$ cat config.mk
export PLATFORM = sky130hd
export DESIGN_NAME = vend_ctrl
export DESIGN_NICKNAME = d
export VERILOG_FILES = /design/src/rtl/vend_ctrl.sv
export SDC_FILE = /design/constraint.sdc
export NUM_CORES = 1
export LEC_CHECK = 0
export CAP_MARGIN = 20
export CORE_ASPECT_RATIO = 1.1
export CORE_MARGIN = 2
export CORE_UTILIZATION = 52
export DETAILED_ROUTE_END_ITERATION = 10
export GPL_TIMING_DRIVEN = 0
export PLACE_DENSITY = 0.77
export SYNTH_ARGS = -nofsm -noshare
export SYNTH_HDL_FRONTEND = slang
export SYNTH_SLANG_ARGS = --single-unit
$ cat constraint.sdc
create_clock -name clk -period 2.9 [get_ports clk]
set_input_delay 0.29 -clock clk [delete_from_list [all_inputs] [get_ports clk]]
set_output_delay 0.29 -clock clk [all_outputs]
set_load 0.01 [all_outputs]
$ cat src/rtl/vend_ctrl.sv
// Vending-machine controller: coin collection, vend, change payout through a hopper.
// Optional hopper-timeout fault detection is enabled by defining VEND_HOP_TIMEOUT_EN.
module vend_ctrl #(
  parameter int PRICE   = 5,
  parameter int TIMEOUT = 255
) (
  input  logic       clk,
  input  logic       rst_n,
  input  logic [2:0] coin,
  input  logic       cancel,
  input  logic       hop_ack,
  output logic       hop_req,
  output logic       shipping,
  output logic [4:0] credit,
  output logic [4:0] pay_cnt,
  output logic       coin_rej,
  output logic       err
);

  typedef enum logic [2:0] {S_IDLE, S_COLLECT, S_VEND, S_PAYOUT, S_ERROR} state_t;

  localparam logic [4:0] P  = 5'(PRICE);
  localparam logic [7:0] TO = 8'(TIMEOUT);

  state_t     state, nxt_state;
  logic [4:0] val, sum;
  logic       valid, taking, timeout_hit;
  logic [4:0] credit_d, pay_d;
  logic       ship_d, hop_d, rej_d, err_d;

  always_comb begin
    val = 5'd0;
    case (coin)
      3'b001:  val = 5'd1;
      3'b011:  val = 5'd2;
      3'b101:  val = 5'd10;
      default: val = 5'd0;
    endcase
  end

  assign valid  = (val != 5'd0);
  assign taking = (state == S_IDLE) || (state == S_COLLECT);
  // credit never exceeds PRICE-1 before a coin, so the sum fits in 5 bits
  assign sum    = credit + val;

`ifdef VEND_HOP_TIMEOUT_EN
  logic [7:0] tcnt, tcnt_d;
  assign tcnt_d      = (state == S_PAYOUT && hop_req && !hop_ack) ? tcnt + 8'd1 : 8'd0;
  assign timeout_hit = (state == S_PAYOUT) && (tcnt_d == TO);
  always_ff @(posedge clk or negedge rst_n)
    if (!rst_n) tcnt <= 8'd0;
    else        tcnt <= tcnt_d;
`else
  logic unused_cfg;
  assign unused_cfg  = ^TO;
  assign timeout_hit = 1'b0;
`endif

  // state register
  always_ff @(posedge clk or negedge rst_n)
    if (!rst_n) state <= S_IDLE;
    else        state <= nxt_state;

  // next-state logic
  always_comb begin
    nxt_state = state;
    case (state)
      S_IDLE, S_COLLECT: begin
        if (valid && sum >= P)                 nxt_state = S_VEND;
        else if (state == S_COLLECT && cancel) nxt_state = S_PAYOUT;
        else if (valid)                        nxt_state = S_COLLECT;
      end
      S_VEND:   nxt_state = (credit > P) ? S_PAYOUT : S_IDLE;
      S_PAYOUT: begin
        if (hop_ack && pay_cnt == 5'd1) nxt_state = S_IDLE;
        else if (timeout_hit)           nxt_state = S_ERROR;
      end
      S_ERROR:  nxt_state = S_ERROR;
      default:  nxt_state = S_IDLE;
    endcase
  end

  // next values of the registered outputs
  always_comb begin
    credit_d = credit;
    pay_d    = pay_cnt;
    rej_d    = (coin != 3'b000) && (!valid || !taking);
    case (state)
      S_IDLE, S_COLLECT: begin
        if (valid && sum >= P)                 credit_d = sum;
        else if (state == S_COLLECT && cancel) begin
          pay_d    = sum;
          credit_d = 5'd0;
        end
        else if (valid)                        credit_d = sum;
      end
      S_VEND: begin
        pay_d    = credit - P;
        credit_d = 5'd0;
      end
      S_PAYOUT: if (hop_ack) pay_d = pay_cnt - 5'd1;
      default: ;
    endcase
    ship_d = (nxt_state == S_VEND);
    hop_d  = (nxt_state == S_PAYOUT);
    err_d  = err || (nxt_state == S_ERROR);
  end

  always_ff @(posedge clk or negedge rst_n)
    if (!rst_n) begin
      credit   <= 5'd0;
      pay_cnt  <= 5'd0;
      shipping <= 1'b0;
      hop_req  <= 1'b0;
      coin_rej <= 1'b0;
      err      <= 1'b0;
    end else begin
      credit   <= credit_d;
      pay_cnt  <= pay_d;
      shipping <= ship_d;
      hop_req  <= hop_d;
      coin_rej <= rej_d;
      err      <= err_d;
    end

endmodule

==> impl_summary.log, run 1 <==
INFO  metric synthesis.area_per_instance = 9.782 um^2
INFO  metric max_cap_violations = 0
INFO  metric xor_xnor_portion_of_the_synthesized_cell_area = 4.440%
INFO  metric num_antenna_cells = 0
INFO  metric vdd_drop_max = 0.5069 mV
INFO  metric finalWeightedCongestion = 0.8413
INFO  metric worstSetupPathType = flop to flop
INFO  metric antenna_left = 0
INFO  metric met2_wirelength = 1347 um
INFO  metric clkSlewWorstSetupHoldPaths = 0.11 ns
INFO  metric fraction_of_layout_cells_with_a_size_suffix_above_1 = 10.27%
INFO  metric timing.critical_path.fanout_max = 6
INFO  metric routed_wirelength = 2672 um
INFO  metric worst_slew_margin_rel = 48.42%
INFO  metric run_status = finished, final reports clean
INFO  metric dominant_combinational_cell_family_by_area_after_synthesis = compound AO/OA/AOI/OAI gates
INFO  metric report.power.total = 0.001366 W
INFO  metric synth.yosys.warnings = 0
INFO  metric tmin_final = 2.616 ns
INFO  metric clock_sinks = 17
INFO  metric drtIter0Drc = 20
INFO  metric fmax = 0.3822 GHz
INFO  metric synth_adder_area_share = 9.091%
INFO  metric clock_skew = 0.01497 ns
INFO  metric dp_hpwl = 1985 um
INFO  metric worst_ep_required_time = 3.08 ns
INFO  metric wirelength_met1 = 1196 um
INFO  metric core-area = 2207 um^2
INFO  metric ioPinCount = 21
INFO  metric synth_simple_gate_area_share = 17.02%
INFO  metric total_overflow_reported_by_the_global_router = 0
INFO  metric cp_data_arrival_time = 2.80 ns
INFO  metric syn-instance-count = 121
INFO  metric dr_total_vias = 1013
INFO  metric tritoncts = done
INFO  metric sort_of_element_at_the_end_of_the_critical_path = flop
INFO  metric cp-start-kind = flop
INFO  metric cts.htree.levels = 1
INFO  metric report.final.setup_viol = 0
INFO  metric synth_compound_area_share = 22.20%
INFO  metric placement.io_buffers = 20
INFO  metric die_h = 54.04 um
INFO  metric postCtsHoldBufs = 0
INFO  metric row_count = 18
INFO  metric numCtsBuffers = 3
INFO  metric synth_area = 1184 um^2
INFO  metric setup_repair_after_global_routing_missed_its_margin = no
INFO  metric final_cell_mix = dfrtp_1, clkdlybuf4s50_1, inv_1
INFO  metric ys_seq_area_share = 35.94%
INFO  metric via_density = 5.756
INFO  metric worst_hold_path_type = input port to flop
INFO  metric critical_path.startpoint = credit[0]
INFO  metric root_buffer_cell = clkbuf_4
INFO  metric dominantRegCellSynth = dfrtp_1
INFO  metric met3WireLength = 69 um
INFO  metric asyncSetResetFlopFracSynth = 100.0%
INFO  metric synthesis.nets = 136
INFO  metric routed.top_layer = met4
INFO  metric design.final.nets = 162
INFO  metric worst_r2r_startpoint = credit[0]
INFO  metric starting_utilization_of_the_core_area = 53.63%
INFO  metric whs = 0.3073 ns
INFO  metric drt_drc_violations_left = 0
INFO  metric final.period_utilization = 90.21%
INFO  metric final.fill_count = 194
INFO  metric grt.total_usage = 22.70%
INFO  metric area.growth.synth_to_final = 24.84%
INFO  metric mux_cell_area_share_after_synthesis = 6.342%
INFO  metric grt_antenna_before_repair = 0
INFO  metric worst_skew_pair.late_latency = 0.30 ns
INFO  metric area_of_the_die = 2674 um^2
INFO  metric powerDensity = 924.4 nW/um^2
INFO  metric power.leakage = 0.7333 nW
INFO  metric synth_cell_types = 46
INFO  metric worstMarginPinSlew = 0.7714 ns
INFO  metric finalMaxSlewViolations = 0
INFO  metric clockBufferDepth = 2
INFO  metric detail_route.first_pass.iterations = 4
INFO  metric synth-seq-cells = 17
INFO  metric first_global_vias = 1015
INFO  metric drt-wirelength-per-cell = 15.18 um
INFO  metric min_from = coin[0]
INFO  metric die_x = 49.49 um
INFO  metric grt_pass1_wl = 4636 um
INFO  metric finalHoldViolations = 0
INFO  metric synth-edff-count = 0
INFO  metric largest_net_degree_at_the_start_of_global_routing = 18
==> worst max-delay path, cell delays in order, from the launching register on <==
cell	delay, ns
dfrtp_1	0.45
ha_2	0.23
fa_1	0.48
or2_1	0.23
a222oi_1	0.37
buf_4	0.20
a21o_4	0.15
nand2_4	0.07
mux2_4	0.31
==> per-layer routing <==
layer / global-route usage, % / up-vias
li1: - / 488
met1: 28.42 / 488
met2: 40.54 / 30
met3: 1.667 / 7
met4: 10.65 / 0
met5: 0 / -
==> synthesized netlist by cell type, types with 2 or more instances <==
master | count | area, um^2
mux2i_1 | 6 | 60.06
and4b_1 | 2 | 20.02
nand2b_1 | 2 | 12.51
ha_1 | 7 | 87.58
nor3b_1 | 3 | 22.52
inv_1 | 8 | 30.03
nor2_1 | 4 | 15.01
nor3_1 | 2 | 10.01
buf_2 | 2 | 10.01
nand2_1 | 6 | 22.52
o211a_1 | 3 | 30.03
clkbuf_1 | 2 | 7.510
xor2_1 | 6 | 52.55
o21ai_0 | 6 | 30.03
dfrtp_1 | 17 | 425.4
a22o_1 | 2 | 17.52
nor2b_1 | 3 | 18.77
a22oi_1 | 2 | 15.01
and2_1 | 2 | 12.51
a21oi_1 | 7 | 35.03
a31oi_1 | 2 | 12.51
nand3_1 | 3 | 15.01
==> final timing paths <==
kind | to | slack [ns] | depth (start not counted)
max | pay_cnt[3] | 0.28 | 8
min | coin_rej | 0.31 | 2
max reg2reg | pay_cnt[3] | 0.28 | 8
min reg2reg | err | 0.49 | 1
max in group asynchronous | credit[0] | 1.98 | 1
min in group asynchronous | hop_req | 0.42 | 1
==> power breakdown <==
| part | internal (W) | switching, W | total [W] |
|---|---|---|---|
| Clock | 0.0000514 | 0.0000801 | 0.000132 |
| Sequential | 0.000316 | 0.0000768 | 0.000393 |
| Combinational | 0.000411 | 0.000430 | 0.000842 |
==> flip-flops by register name (all words and copies together) (netlist names) <==
register and cells:
hop_req 1, state 3, credit 5, err 1, pay_cnt 5, coin_rej 1, shipping 1
==> metrics by stage <==
stage	setup WS, ns	utilization (%)	instance area [um^2]	setup TNS (ns)	instances
finish	0.2838	66.95	1478	0	176
global route	0.2427	66.95	1478	0	176
CTS	0.07696	66.21	1461	0	176
detailed placement	-0.4620	64.40	1421	-3.694	171
global placement	-0.4302	64.40	1421	-3.419	171
floorplan	0.4001	-	1184	0	121
==> layout make-up <==
cell class                 count  area (um^2)  share of cell area (%)
timing repair buffer          21        215.2                   14.56
clock inverter                 1        5.005                  0.3387
multi-input combinational     91        713.2                   48.26
clock buffer                   3        22.52                   1.524
sequential                    17        425.4                   28.79
tap                           30        37.54                   2.540
inverter                       8        30.03                   2.032
buffer                         5        28.78                   1.947
==> cell families (layout without fill, tap and decap cells) <==
kind of cell,Yosys count,after routing
buffers and inverters,13,38
AO/OA/AOI/OAI,36,36
adder cells (fa/ha/maj),8,8
XOR/XNOR,6,6
multiplexers,7,7
AND/OR/NAND/NOR,34,34
flip-flops,17,17
==> repair_timing <==
item | 4_1_cts | 5_1_grt
buffers inserted | 1 | 0
pin swaps | 1 | 1
endpoints found under the setup margin | 6 | 2
resized for setup | 1 | 5
Note: power is estimated with default switching activity, not from simulation.
==> run 2, diff against run 1 <==
SKIP_LAST_GASP = 1   (was unset)
==> results of run 2 <==
No change in the layout: final DEF, timing and power equal those of run 1.
==> run 3, diff against run 2 <==
ABC_AREA = 1   (was unset)
PLACE_DENSITY = 0.76   (was 0.77)
==> run 3 against run 2 <==
Effect of this change: sequential power up 7.1%; non-clock buffer count down 5; maximum frequency up 7.2%; combinational power rose by 11%; sequential share of layout area decreased by 1.1 points; sequential cell count did not move; critical path type is now input port to flop; largest power group unchanged.
==> impl_summary.log, run 3 <==
INFO  metric final.period_utilization = 84.13% (-6.1 points)
INFO  metric drt-wirelength-per-cell = 12.24 um (-19%)
INFO  metric routed_wirelength = 2730 um (+2.2%)
INFO  metric starting_utilization_of_the_core_area = 55.94% (+2.3 points)
INFO  metric endpoint_of_the_most_critical_setup_path = pay_cnt[0]
INFO  metric report.final.setup_viol = 0 (unchanged)
INFO  metric whs = 0.4346 ns (+0.1273 ns)
INFO  metric dominantRegCellSynth = dfrtp_1
INFO  metric internal_power = 0.0007645 W (-1.8%)
INFO  metric worst_skew_pair.late_latency = 0.30 ns (about the same)
INFO  metric core-area = 2275 um^2 (+3.1%)
INFO  metric finalHoldViolations = 0 (unchanged)
INFO  metric antenna_left = 0 (unchanged)
INFO  metric synth-seq-cells = 17 (unchanged)
INFO  metric path_buf_inv = 1 (unchanged)
INFO  metric clock_sinks = 17 (unchanged)
INFO  metric synthMostInstantiatedCell = nand2_1
INFO  metric power_frac_seq = 28.3% (-0.5 points)
INFO  metric die_h = 55.88 um (+3.4%)
INFO  metric final_cell_mix = nand2_1, inv_1, nand3_1, clkdlybuf4s50_1, dfrtp_1
INFO  metric worst_r2r_startpoint = credit[0]
INFO  metric die_x = 51.17 um (+3.4%)
INFO  metric clock_skew = 0.007251 ns (-0.007721 ns)
INFO  metric fraction_of_layout_cells_with_a_size_suffix_above_1 = 17.62% (+7.3 points)
INFO  metric cpMostUsedCell = nand2_1
INFO  metric worst_hold_path_type = input port to async pin
INFO  metric switchingPower = 0.0007254 W (+24%)
INFO  metric post_synth_most_frequent_cells = nand2_1, inv_1, nand3_1, dfrtp_1, nor2_1
INFO  metric largest_net_degree_at_the_start_of_global_routing = 18 (unchanged)
INFO  metric critical_path.startpoint = coin[0]
INFO  metric worstSetupPathType = input port to flop
INFO  metric max_stage_delay = 0.54 ns (+0.06 ns)
INFO  metric synth_cell_types = 27 (-41%)
INFO  metric instances_no_fill = 223 (+27%)
INFO  metric post_cts_resize_count = 0 (-1)
INFO  metric numCtsBuffers = 3 (unchanged)
INFO  metric worst_ep_required_time = 3.10 ns (+0.02 ns)
INFO  metric tritoncts = done
INFO  metric timing.critical_path.fanout_max = 10 (+4)
INFO  metric grt.total_usage = 21.51% (-1.2 points)
INFO  metric total_overflow_reported_by_the_global_router = 0 (unchanged)
INFO  metric run_status = finished, final reports clean
INFO  metric most_common_library_cell_in_the_layout_ignoring_fill_and_taps = nand2_1
INFO  metric switching_share = 48.69% (+5.7 points)
INFO  metric path_delay_family = simple AND/OR/NAND/NOR gates
INFO  metric setup_repair_after_global_routing_missed_its_margin = no
INFO  metric crit_chain = clkdlybuf4s50_1, nand2_1, o21ai_0, fa_1, or2_2, nand2_1, nand3_2, nand2_4, nand2_8, nand2_2, o21ai_2
INFO  metric clock_power_share = 9.0% (-0.6 points)
INFO  metric synth-edff-count = 0 (unchanged)
INFO  metric detail_route.first_pass.iterations = 4 (unchanged)
INFO  metric postCtsHoldBufs = 0 (unchanged)
INFO  metric synth_area_leaders = dfrtp_1, nand2_1, nand3_1, inv_1, ha_1
INFO  metric area_of_the_die = 2859 um^2 (+6.9%)
INFO  metric setup-tns-final = 0 ns (unchanged)
INFO  metric first_global_vias = 1156 (+14%)
INFO  metric num_antenna_cells = 0 (unchanged)
INFO  metric dr_total_vias = 1156 (+14%)
INFO  metric cp.depth = 11 (+3)
INFO  metric cts.htree.levels = 1 (unchanged)
INFO  metric top_regs = credit (5), pay_cnt (5), state (3)
INFO  metric drt_drc_violations_left = 0 (unchanged)
INFO  metric cp-start-kind = input port
INFO  metric syn-instance-count = 169 (+40%)
INFO  metric finalWeightedCongestion = 0.8758 (+4.1%)
INFO  metric grt_antenna_before_repair = 0 (unchanged)
INFO  metric drtIter0Drc = 31 (+55%)
INFO  metric row_count = 18 (unchanged)
INFO  metric synthesis.area_per_instance = 7.529 um^2 (-23%)
INFO  metric ys_seq_area_share = 33.43% (-2.5 points)
INFO  metric synth_largest_type_area_fraction = 33.43% (-2.5 points)
INFO  metric worstMarginPinSlew = 0.7853 ns (+0.01396 ns)
INFO  metric tmin_final = 2.440 ns (-0.1764 ns)
INFO  metric synth.yosys.warnings = 0 (unchanged)
INFO  metric power_frac_comb = 62.8% (+1.2 points)
INFO  metric fmax = 0.4099 GHz (+7.2%)
INFO  metric worst_slew_margin_rel = 47.48% (-0.93 points)
INFO  metric grt_pass1_wl = 4781 um (+3.1%)
INFO  metric ff2ff_path_depth = 9 (+1)
INFO  metric report.power.total = 0.001490 W (+9.1%)
INFO  metric cp_data_arrival_time = 2.64 ns (-0.16 ns)
INFO  metric summed_area_of_non_filler_cells_in_the_final_layout = 1538 um^2 (+4.1%)
INFO  metric max_cap_violations = 0 (unchanged)
INFO  metric clkSlewWorstSetupHoldPaths = 0.11 ns (about the same)
INFO  metric synth_area = 1272 um^2 (+7.5%)
INFO  metric detailed_place.area = 1510 um^2 (+6.3%)
INFO  metric finalMaxSlewViolations = 0 (unchanged)
INFO  metric placedCellCount = 219 (+28%)
INFO  metric placement.io_buffers = 20 (unchanged)
INFO  metric area.growth.synth_to_final = 20.85%
INFO  metric asyncSetResetFlopFracSynth = 100.0% (unchanged)
INFO  metric powerDensity = 968.9 nW/um^2 (+4.8%)
INFO  metric root_buffer_cell = clkbuf_4
INFO  metric dp_hpwl = 2152 um (+8.4%)
INFO  metric power.leakage = 0.7855 nW (+7.1%)
INFO  metric clockBufferDepth = 2 (unchanged)
INFO  metric ioPinCount = 21 (unchanged)
INFO  metric synthesis.nets = 184 (+35%)
INFO  metric via_density = 5.184 (-9.9%)
INFO  metric terminus_of_the_critical_flop_to_flop_path = pay_cnt[0]
INFO  metric vdd_drop_max = 0.5229 mV (+3.2%)
INFO  metric setup.reg_to_reg.worst_slack = 0.70 ns (+0.42 ns)
INFO  metric synth_top_cell_by_area = dfrtp_1
INFO  metric design.final.nets = 209 (+29%)
INFO  metric post_cts_repair_timing_setup_buffer_count = 0 (-1)
INFO  metric sort_of_element_at_the_end_of_the_critical_path = flop
INFO  metric crit_slowest_cell = fa_1
[run 3: changes by cell type in the layout (fill, tap and decap cells not counted), sizes merged, moves of 5 or more]
cell   change
mux2i      -6
inv       +19
nand3     +19
nor2      +10
nand2     +44
xor2       -5
o21ai      +5
[run 3: worst min path at each step]
stage / from / end / cells after the start
after floorplan: rst_n / coin_rej / 0
after global placement: err / err / 1
after detailed placement: err / err / 1
after CTS: rst_n / credit[0] / 1
after global routing: rst_n / credit[0] / 1
final: rst_n / pay_cnt[1] / 1
[run 3: logic make-up (layout without fill, tap and decap cells)]
group,count (synthesis),after routing,share of synthesized area [%]
AOI/OAI and AO/OA,20,20,10.52
buffers and inverters,28,52,8.555
xor gates and xnor gates,1,1,1.279
and+or+nand+nor,95,95,37.76
DFF,17,17,33.43
adders and majority gates,8,8,8.456
[run 3: worst reg2reg max path: stages, from the launching register on]
cell and delay [ns]:
dfrtp_1 0.46, ha_1 0.27, fa_1 0.51, or2_2 0.30
nand2_1 0.08, nand3_2 0.13, nand2_4 0.13, nand2_8 0.09
nand2_2 0.08, o21ai_2 0.05
[run 3: cell type report]
cell class / count / area, um^2
Tap cell: 30 / 37.54
Fill cell: 193 / 737.0
Buffer: 1 / 7.507
Clock buffer: 3 / 22.52
Multi-Input combinational cell: 124 / 738.2
Clock inverter: 1 / 5.005
Sequential cell: 17 / 425.4
Inverter: 27 / 101.3
Timing Repair Buffer: 20 / 200.2
[run 3: power groups by stage]
stage / Sequential (W) / Combinational (W) / Clock [W]
2_1_floorplan: 0.000437 / 0.000644 / 0
3_3_place_gp: 0.000419 / 0.000908 / 0
3_5_place_dp: 0.000425 / 0.000935 / 0
4_1_cts: 0.000420 / 0.000943 / 0.000134
5_1_grt: 0.000435 / 0.00104 / 0.000144
6_report: 0.000421 / 0.000935 / 0.000134
[run 3: stage by stage]
stage | util (%) | setup WS (ns)
floorplan | - | 0.8466
global placement | 66.39 | 0.2052
detailed placement | 66.39 | 0.1385
CTS | 67.60 | 0.4577
global route | 67.60 | 0.2944
finish | 67.60 | 0.4602
[run 3: routing by layer]
| layer | track usage [%] | vias to the layer above | wire length [um] | part of all wire [%] |
|---|---|---|---|---|
| met4 | 10.42 | 0 | 64 | 2.3 |
| met2 | 38.22 | 20 | 1389 | 51 |
| li1 | - | 586 | - | - |
| met3 | 2.957 | 7 | 76 | 2.8 |
| met5 | 0 | - | 0 | 0 |
| met1 | 24.61 | 543 | 1200 | 44 |
==> variant 1: new RTL, flow settings as in run 1 <==
Put one more register stage on the output `err`, with the module's reset. The value now appears one clock later. The other outputs are not delayed to match.
--- a/src/rtl/vend_ctrl.sv
+++ b/src/rtl/vend_ctrl.sv
@@ -23,2 +23,4 @@
   localparam logic [7:0] TO = 8'(TIMEOUT);
+
+  logic err_s0;
 
@@ -105,3 +107,3 @@
     hop_d  = (nxt_state == S_PAYOUT);
-    err_d  = err || (nxt_state == S_ERROR);
+    err_d  = err_s0 || (nxt_state == S_ERROR);
   end
@@ -115,3 +117,3 @@
       coin_rej <= 1'b0;
-      err      <= 1'b0;
+      err_s0   <= 1'b0;
     end else begin
@@ -122,4 +124,12 @@
       coin_rej <= rej_d;
-      err      <= err_d;
+      err_s0   <= err_d;
     end
+
+  always_ff @(posedge clk or negedge rst_n) begin
+    if (!rst_n) begin
+      err <= '0;
+    end else begin
+      err <= err_s0;
+    end
+  end
 
Formal check against the unedited RTL: same outputs for any inputs over 10 cycles, from zero or initial values and one cycle with rst_n low; that may be too few to reach the edited logic, so the function may still have changed.
==> variant 1 against run 1 <==
Final area increased by 5.9%. Non-clock buffer count unchanged. Power increased by 4.3%. Count of clock-buffer cells in the layout unchanged. Global-route usage decreased by 2.0 points. Die area increased by 9.3%. Routed wire length increased by 2.0%. Maximum frequency decreased by 4.3%. Sequential power increased by 4%. Area after synthesis increased by 10%. Sequential cell count increased by 1. Combinational power increased by 5.8%. Setup slack got worse by 120 ps. Clock skew decreased by 8.0 ps. Largest cell class unchanged. Largest power group unchanged.
==> variant 1: results (changes against run 1) <==
stage	metric	value	unit	change
outcome	status	finished, final reports clean		
grt	met1 Usage GRT	28.1	%	-0.34 points
worst_setup_path	reg2reg setup slack	300	ps	+20 ps
layout	# fillers	203		+4.6%
pwr	Pwr Density	911	nW/µm²	-1.5%
grt	largest net degree at the start of global routing	19		+1
hold_path	worst hold endpoint	err		
worst_setup_path	Critical Path AT	2930	ps	+130 ps
placed_design	Placed Cells	182		+6.4%
hold_path	worst hold-check path type	reg -> reg		
layout	final std cells w/o fill	185		+5.1%
worst_setup_path	Worst R2R Path Depth	7		-1
placed_design	placed instance area	1540	µm²	+8.5%
pwr	leakage power	0.726	nW	-1.0%
placed_design	Final HPWL DP	2.09	mm	+5.3%
layout	Nets	171		+5.6%
yosys	Syn Nets	146		+7.4%
hold_path	hold_sp	err_s0		
routing	DR iter-0 viols	32		+60%
yosys	register area share after synthesis	34.5	%	-1.4 points
grt	grt met3 use	2.66	%	+0.99 points
yosys	Avg Inst Size Synth	9.95	µm²	+1.7%
worst_setup_path	largest stage delay on the critical path	540	ps	+60 ps
yosys	Synth top cells by count	dfrtp_1 (18), a21oi_1 (9), o21ai_0 (9)		
clock_tree	Gates resized, CTS repair	0		-1
clock_tree	Post-CTS Setup Bufs	0		-1
timing	Least-Margin Pin Slew	778	ps	+7.02 ps
grt	vias in the first global route	1043		+2.8%
placed_design	routability cong.	0.843		+0.15%
-- variant 1: layout make-up --
| cell class | instances | area share (%) |
|---|---|---|
| Tap cell | 31 | 2.48 |
| Sequential cell | 18 | 28.8 |
| Buffer | 6 | 3.76 |
| Multi-Input combinational cell | 100 | 49.1 |
| Timing Repair Buffer | 20 | 12.8 |
| Inverter | 7 | 1.68 |
| Clock buffer | 3 | 1.44 |
-- variant 1: how the worst max path moves through the flow --
stage	from	end	slack, ps	cells past startpoint
floorplan	credit[0]	pay_cnt[3]	480	7
global placement	coin[2]	pay_cnt[3]	-120	9
detailed placement	coin[2]	pay_cnt[3]	-160	9
CTS	coin[2]	pay_cnt[3]	160	9
global route	coin[2]	pay_cnt[2]	60	9
finish	coin[2]	pay_cnt[3]	170	9
-- variant 1: through the flow --
| stage | TNS (ps) | hold slack (ps) |
|---|---|---|
| after detailed placement | -432 | 361 |
| after floorplan | 0 | -5.59 |
| after global placement | -236 | 355 |
| after global routing | 0 | 406 |
| after CTS | 0 | 383 |
| final | 0 | 379 |
-- variant 1: power breakdown --
group / internal, mW / switching (mW)
logic: 0.431 / 0.460
registers: 0.330 / 0.0779
clock network: 0.0483 / 0.0776
-- variant 1: cells by family (layout without fill, tap and decap cells) --
logic type	Yosys count	in the layout	synth area share, %
buffers and inverters	13	36	6.53
xor gates and xnor gates	7	7	5.28
adders and majority gates	8	8	8.25
AOI/OAI and AO/OA	37	37	21.5
DFF	18	18	34.5
and+or+nand+nor	43	43	19.7
muxes	5	5	4.22
-- variant 1: routing by layer --
layer / wire length [µm] / part of all wire, % / up-vias
met2: 1300 / 48 / 36
met4: 55 / 2.0 / 0
li1: - / - / 524
met5: 0 / 0 / -
met3: 148 / 5.4 / 7
met1: 1230 / 45 / 514
==> variant 2: new RTL, flow settings as in run 1 <==
Made on the original files. The option `VEND_HOP_TIMEOUT_EN` is turned on by a define.
--- a/src/rtl/vend_ctrl.sv
+++ b/src/rtl/vend_ctrl.sv
@@ -2,2 +2,4 @@
 // Optional hopper-timeout fault detection is enabled by defining VEND_HOP_TIMEOUT_EN.
+`define VEND_HOP_TIMEOUT_EN
+
 module vend_ctrl #(
Behaviour: no difference found for any inputs over 10 cycles, from zero or initial values and one cycle with rst_n low; that may be too few to reach the edited logic, so the function may still have changed.
==> variant 2 against run 1 <==
Hold slack lost 28 ps. Routed wire length grew 33%. Sequential cell count is 8 higher. Die area grew 33%. Final area increased by 30%. Area after synthesis rose by 36%. Setup slack got worse by 170 ps. Power grew 4.3%.
==> variant 2: results (changes against run 1) <==
stage	metric	value	unit	change
outcome	status	finished, final reports clean		
worst_setup_path	Crit Path Max Fanout	5		-1
routing	drt wl/cell	15.9	µm	+4.4%
worst_setup_path	CP top delay family	compound AO/OA/AOI/OAI gates		
routing	final wirelength	3.55	mm	+33%
clock_tree	Post-CTS Setup Bufs	0		-1
placed_design	Final HPWL DP	2.66	mm	+34%
placed_design	routability cong.	0.806		-4.2%
worst_setup_path	Critical Path AT	3070	ps	+270 ps
worst_setup_path	Slowest cell on crit path	a2111oi_0		
yosys	Mapped Cells	165		+36%
pwr	leakage power	0.867	nW	+18%
clock_tree	clk_lat worst skew	340	ps	+40 ps
grt	met1 Usage GRT	27.4	%	-0.98 points
yosys	Syn Nets	181		+33%
pwr	Max VDD drop	0.493	mV	-2.7%
routing	DR iter-0 viols	35		+75%
worst_setup_path	Worst R2R Path Depth	7		-1
worst_setup_path	largest stage delay on the critical path	550	ps	+70 ps
yosys	Synth area leaders	dfrtp_1 (39%), ha_1 (6.2%), nor2_1 (3.3%)		
yosys	Yosys cell types	54		+17%
layout	Regs by FF count	tcnt: 8 flops, credit: 5 flops, pay_cnt: 5 flops		
grt	met2 Use GR	34.6	%	-5.9 points
grt	grt met3 use	3.31	%	+1.6 points
routing	via density per instance	6.04		+4.9%
clock_tree	Gates resized, CTS repair	0		-1
timing	slew margin rel.	49.6	%	+1.2 points
yosys	Synth Area in Adders	7.45	%	-1.6 points
timing	Min Hold Slack	279	ps	-28.2 ps
placed_design	Placed Cells	219		+28%
worst_setup_path	Setup crit start	coin[1]		
worst_setup_path	CP endpoint	credit[2]		
placed_design	pre-CTS setup slack	-284	ps	+178 ps
routing	met1 wire length	1.65	mm	+38%
clock_tree	clock-pin slew on the worst setup and hold paths	150	ps	+40 ps
grt	vias in the first global route	1387		+37%
grt	Total GRT Usage	21.3	%	-1.4 points
placed_design	placed instance area	1850	µm²	+30%
grt	largest net degree at the start of global routing	26		+8
yosys	register area share after synthesis	38.8	%	+2.9 points
grt	global-route wire length before repair	6.00	mm	+29%
yosys	Synth Area in Compound Gates	23.4	%	+1.2 points
yosys	mux cell area share after synthesis	2.56	%	-3.8 points
clock_tree	CTS Buffer Depth	2		unchanged
routing	Met3 Wirelength	115	µm	+67%
routing	metal2 WL	1.70	mm	+26%
timing	Fin Clk Skew	6.88	ps	-8.09 ps
timing	Final period util	96.0	%	+5.8 points
yosys	Post-Synth XOR/XNOR Area	4.89	%	+0.45 points
pwr	Psw	0.595	mW	+1.3%
yosys	Synth top cells by count	dfrtp_1 (25), nor2_1 (14), inv_1 (12)		
layout	Nets	207		+28%
run	Max Cap Violations	0		unchanged
hold_path	worst hold-check path type	in -> async		
variant 2: changes by cell type in the layout (fill, tap and decap cells not counted), sizes merged, moves of 3 or more:
cell / run 1 / this run
mux2i: 6 / 3
dfrtp: 17 / 25
nor2: 4 / 14
inv: 8 / 12
xnor2: 0 / 4
clkdlybuf4s50: 17 / 20
dlymetal6s2s: 3 / 0
variant 2: cell type report:
class,instances,area (µm²)
fill,254,1080
multi-input combinational,122,916
sequential,25,626
timing repair buffer,21,228
inverter,12,45.0
tap,34,42.5
buffer,6,32.5
clock buffer,3,22.5
clock inverter,1,5.00
variant 2: power by group through the flow:
stage / Sequential (mW) / Clock [mW] / Combinational (mW)
finish: 0.494 / 0.170 / 0.761
floorplan: 0.514 / 0 / 0.482
global route: 0.504 / 0.183 / 0.837
CTS: 0.493 / 0.167 / 0.757
detailed placement: 0.501 / 0 / 0.751
global placement: 0.497 / 0 / 0.725
